--- src/rtl/alu_arbiter.sv ---
// alu_arbiter
// Shares one combinational ALU between two requesters. A request is picked
// round-robin in IDLE, its operands are registered and presented to the ALU
// for one cycle (EXEC), and the captured result is returned to the granted
// requester through a held response handshake (RESP).
//
// Ports:
//   clk, rst                      clock, asynchronous active-high reset
//   reqX_valid/ready/op/a/b       request handshake and operation, X = 0,1
//   rspX_valid/ready              response handshake, X = 0,1
//   rsp_data                      result, valid while a rspX_valid is high
//   alu_ctrl, src_A, src_B        registered drive to the ALU
//   alu_result                    combinational result from the ALU
//   busy                          high whenever not in IDLE
module alu_arbiter #(
  parameter int N = 32
) (
  input  logic         clk,
  input  logic         rst,
  input  logic         req0_valid,
  output logic         req0_ready,
  input  logic [3:0]   req0_op,
  input  logic [N-1:0] req0_a,
  input  logic [N-1:0] req0_b,
  input  logic         req1_valid,
  output logic         req1_ready,
  input  logic [3:0]   req1_op,
  input  logic [N-1:0] req1_a,
  input  logic [N-1:0] req1_b,
  output logic         rsp0_valid,
  output logic         rsp1_valid,
  input  logic         rsp0_ready,
  input  logic         rsp1_ready,
  output logic [N-1:0] rsp_data,
  output logic [3:0]   alu_ctrl,
  output logic [N-1:0] src_A,
  output logic [N-1:0] src_B,
  input  logic [N-1:0] alu_result,
  output logic         busy
);

  typedef enum logic [1:0] {IDLE, EXEC, RESP} state_t;

  state_t state, state_next;
  logic   prio;
  logic   owner;
  logic   grant0, grant1, accept, rsp_taken;

  // Grant is only offered in IDLE; on a tie, prio names the winner.
  always_comb begin
    grant0 = 1'b0;
    grant1 = 1'b0;
    if (state == IDLE) begin
      if (req0_valid && (!req1_valid || !prio)) grant0 = 1'b1;
      else if (req1_valid)                      grant1 = 1'b1;
    end
  end

  assign accept    = grant0 | grant1;
  assign rsp_taken = owner ? rsp1_ready : rsp0_ready;

  always_comb begin
    state_next = state;
    req0_ready = grant0;
    req1_ready = grant1;
    rsp0_valid = 1'b0;
    rsp1_valid = 1'b0;
    busy       = (state != IDLE);
    unique case (state)
      IDLE: if (accept) state_next = EXEC;
      EXEC: state_next = RESP;
      RESP: begin
        rsp0_valid = !owner;
        rsp1_valid = owner;
        if (rsp_taken) state_next = IDLE;
      end
      default: state_next = IDLE;
    endcase
  end

  always_ff @(posedge clk or posedge rst) begin
    if (rst) state <= IDLE;
    else     state <= state_next;
  end

  // Operand registers drive the ALU directly, so the ALU inputs only move
  // on an accept and otherwise hold the last operation.
  always_ff @(posedge clk or posedge rst) begin
    if (rst) begin
      prio     <= 1'b0;
      owner    <= 1'b0;
      alu_ctrl <= '0;
      src_A    <= '0;
      src_B    <= '0;
      rsp_data <= '0;
    end else begin
      if (accept) begin
        owner    <= grant1;
        prio     <= !grant1;
        alu_ctrl <= grant1 ? req1_op : req0_op;
        src_A    <= grant1 ? req1_a  : req0_a;
        src_B    <= grant1 ? req1_b  : req0_b;
      end
      if (state == EXEC) rsp_data <= alu_result;
    end
  end

endmodule

--- config.mk ---
export PLATFORM = sky130hd
export DESIGN_NAME = alu_arbiter
export DESIGN_NICKNAME = d
export VERILOG_FILES = /design/src/rtl/alu_arbiter.sv
export SDC_FILE = /design/constraint.sdc
export NUM_CORES = 1
export LEC_CHECK = 0
export ABC_AREA = 1
export CAP_MARGIN = 0
export CORE_AREA = 3 3 130 132
export DETAILED_ROUTE_END_ITERATION = 8
export DIE_AREA = 0 0 133 135
export GPL_TIMING_DRIVEN = 0
export PLACE_DENSITY = 0.73
export SYNTH_ARGS = -nofsm -noshare
export SYNTH_HDL_FRONTEND = slang
export SYNTH_SLANG_ARGS = --single-unit
--- constraint.sdc ---
create_clock -name clk -period 6.8 [get_ports clk]
set_input_delay 1.7 -clock clk [delete_from_list [all_inputs] [get_ports clk]]
set_output_delay 1.7 -clock clk [all_outputs]
set_load 0.01 [all_outputs]
==> results.md <==
* Outcome: completed
* Critical Path End Type: output port
* Slew Viols, Final at 0
* Syn-to-layout area delta at 71.0%
* CTS tree: yes
* Mean Syn Cell Area at 8.85 µm²
* Largest family of logic cells by synthesized area: simple AND/OR/NAND/NOR gates
* Worst Path Arrival at 3450 ps
* CTS Hold Bufs at 0
* Number of global-route vias before repair at 4721
* Fill cells at 1490
* Reg2reg start: state[1]
* R2r endpoint: src_A[11]
* Pleak at 3.74 nW
* Final net count at 998
* Vert. Die Dim at 135 µm
* Power Dens Cells at 405 mW/mm²
* Share of cells above drive strength 1 at 9.77%
* N_diodes at 0
* Min-Delay Endpoint: src_B[19]
* CTS-repair resized insts at 0
* Worst Skew at 12.1 ps
* Pin count of the biggest net entering global routing at 57
* Ys flop type: dfrtp_1
* Xor/xnor cell area share of the yosys netlist at 0%
* Setup TNS Final at 0 ps
* Vias/cell at 4.42
* Synthesized flop and latch total at 104
* Worst Setup Slack, final at 1650 ps
* WL final at 15600 µm
* H-tree depth at 3
* Min cycle time layout at 5150 ps
* Fmax at 194 MHz
* # DRC at 0
* GRT Util Overall at 17.4%
* Syn. warnings at 0
* Asr flop ratio synth at 100%
* Most frequent cells in the layout: clkdlybuf4s50_1, nand2_1, dfrtp_1, nand3_1, inv_1
* Clock slew at reported path FFs at 70 ps
* Vias at 4617
* Post-synthesis sequential area ratio at 55.0%
* Slew HR at 56.9%
* Hold WC Path Type: register to register
* Hold Path Cell Cnt at 2
* Gpl congestion at 0.818
* Drt first pass iters at 4
* Detail Placement HPWL at 12100 µm
* Worst-Margin Slew at 647 ps
* ANT nets after route at 0
* Initial Util at 29.9%
* Post-synthesis cell area at 0.00473 mm²
* Routed length on met2 at 7370 µm
* Post-synth EDFFs at 0
* Syn Nets at 709
* Worst hold margin at 480 ps
* Peak VDD IR at 0.180 mV
* Clock root cell: clkbuf_16
* Dpl ws at 1590 ps
* Critical-path maximum fanout at 10
* Row Count at 46
* Core area at 0.0158 mm²
* Crit Path Category: input port to output port
* Commonest non-fill, non-tap cell in the layout: clkdlybuf4s50_1
* Simple-Gate Fraction of Synth Area at 28.2%
* Bufs on Longest Clock Path at 2
* Cell variety after synth at 20
* Final setup vio count at 0
* Synth Area in Compound Gates at 0.819%
* Hold Fails Final Rpt at 0
* Grt ovf at 0
* Routed metal-1 wirelength at 6360 µm
* Worst r2r path cells at 7
* Initial DRC count at 120
* HP Start: src_B[19]
* Final Cycle Share at 75.8%
* Initial antenna violation count at 1
* Die area at 0.0180 mm²
* CTS Buf Count at 9
* Post-CTS setup repair buffer count at 0
* Mux cell area share after synthesis at 7.61%
* Critical path required time at 5100 ps
* Final Power at 3.28 mW
* Flop2flop setup slack at 5140 ps
* Clock latency at the later pin of the worst-skew pair at 360 ps
* Synth Area in Adders at 0%
* Met3 WL post-DR at 1600 µm
* RSZ-0062 raised after global routing: no
* Post-DR wirelength/cell at 14.9 µm
* Cells after Synth at 535
* Global-route wire length before repair at 24700 µm
* Port-buffer cells at 277
* Die width at 133 µm
* DR top layer: met5
* Max-cap check violation count at 0
* Clock sink count at 104
* Startpoint Class: input port
* I/O pins at 279
## report_power, final
group	switching, mW	internal, mW
clock network	0.257	0.256
registers	0.158	0.924
logic	0.776	0.909
total	1.19	2.09
## worst max-delay path by stage
stage	end	from	slack, ps
6_report	req0_ready	req0_valid	1650
5_1_grt	req0_ready	req0_valid	1520
4_1_cts	req0_ready	req0_valid	1590
3_5_place_dp	req0_ready	req0_valid	1590
3_3_place_gp	src_A[25]	rst	600
2_1_floorplan	alu_ctrl[0]	rst	2370
## worst max-delay path, stage by stage
cell	delay [ps]
clkdlybuf4s50_1	540
nand2_4	120
nor2_1	210
buf_2	280
clkdlybuf4s50_1	590
## routing by layer
layer	vias up	GRT usage, %
met5	-	0
met4	2	5.83
met3	18	6.89
met2	205	29.3
met1	2127	20.3
li1	2265	-
## kinds of logic (layout without fill, tap and decap cells)
group	count (synthesis)	count (layout)
AOI/OAI and AO/OA	4	4
buffers and inverters	86	380
DFF	104	104
muxes	32	32
and+or+nand+nor	309	309
## cell usage after synthesis, types with 2 or more instances
library cell | n | area [µm²]
buf_2 | 12 | 60.1
buf_4 | 6 | 45.0
buf_6 | 5 | 56.3
clkbuf_1 | 8 | 30.0
dfrtp_1 | 104 | 2600
inv_1 | 53 | 199
inv_2 | 2 | 7.51
mux2_2 | 32 | 360
nand2_1 | 211 | 792
nand3_1 | 68 | 340
nand4_1 | 23 | 144
nor2_1 | 3 | 11.3
## area by class of cell
cell class	count	area (µm²)	area share, %
sequential	104	2600	32.1
clock buffer	9	225	2.78
tap	216	270	3.34
inverter	55	209	2.58
multi-input combinational	345	1730	21.4
buffer	31	191	2.36
timing repair buffer	278	2800	34.6
clock inverter	7	63.8	0.788
## metrics by stage
step,std cells,instance area [µm²],util (%)
6_report,1045,8100,51.1
5_1_grt,1045,8100,51.1
4_1_cts,1045,8100,51.1
3_5_place_dp,1029,7810,49.3
3_3_place_gp,1028,7780,49.1
2_1_floorplan,535,4730,-
## flip-flops by register name, summed over array words and instances (netlist names)
signal,count
alu_ctrl,4
owner,1
prio,1
rsp_data,32
src_A,32
src_B,32
state,2
(Power assumes the default switching activity.)
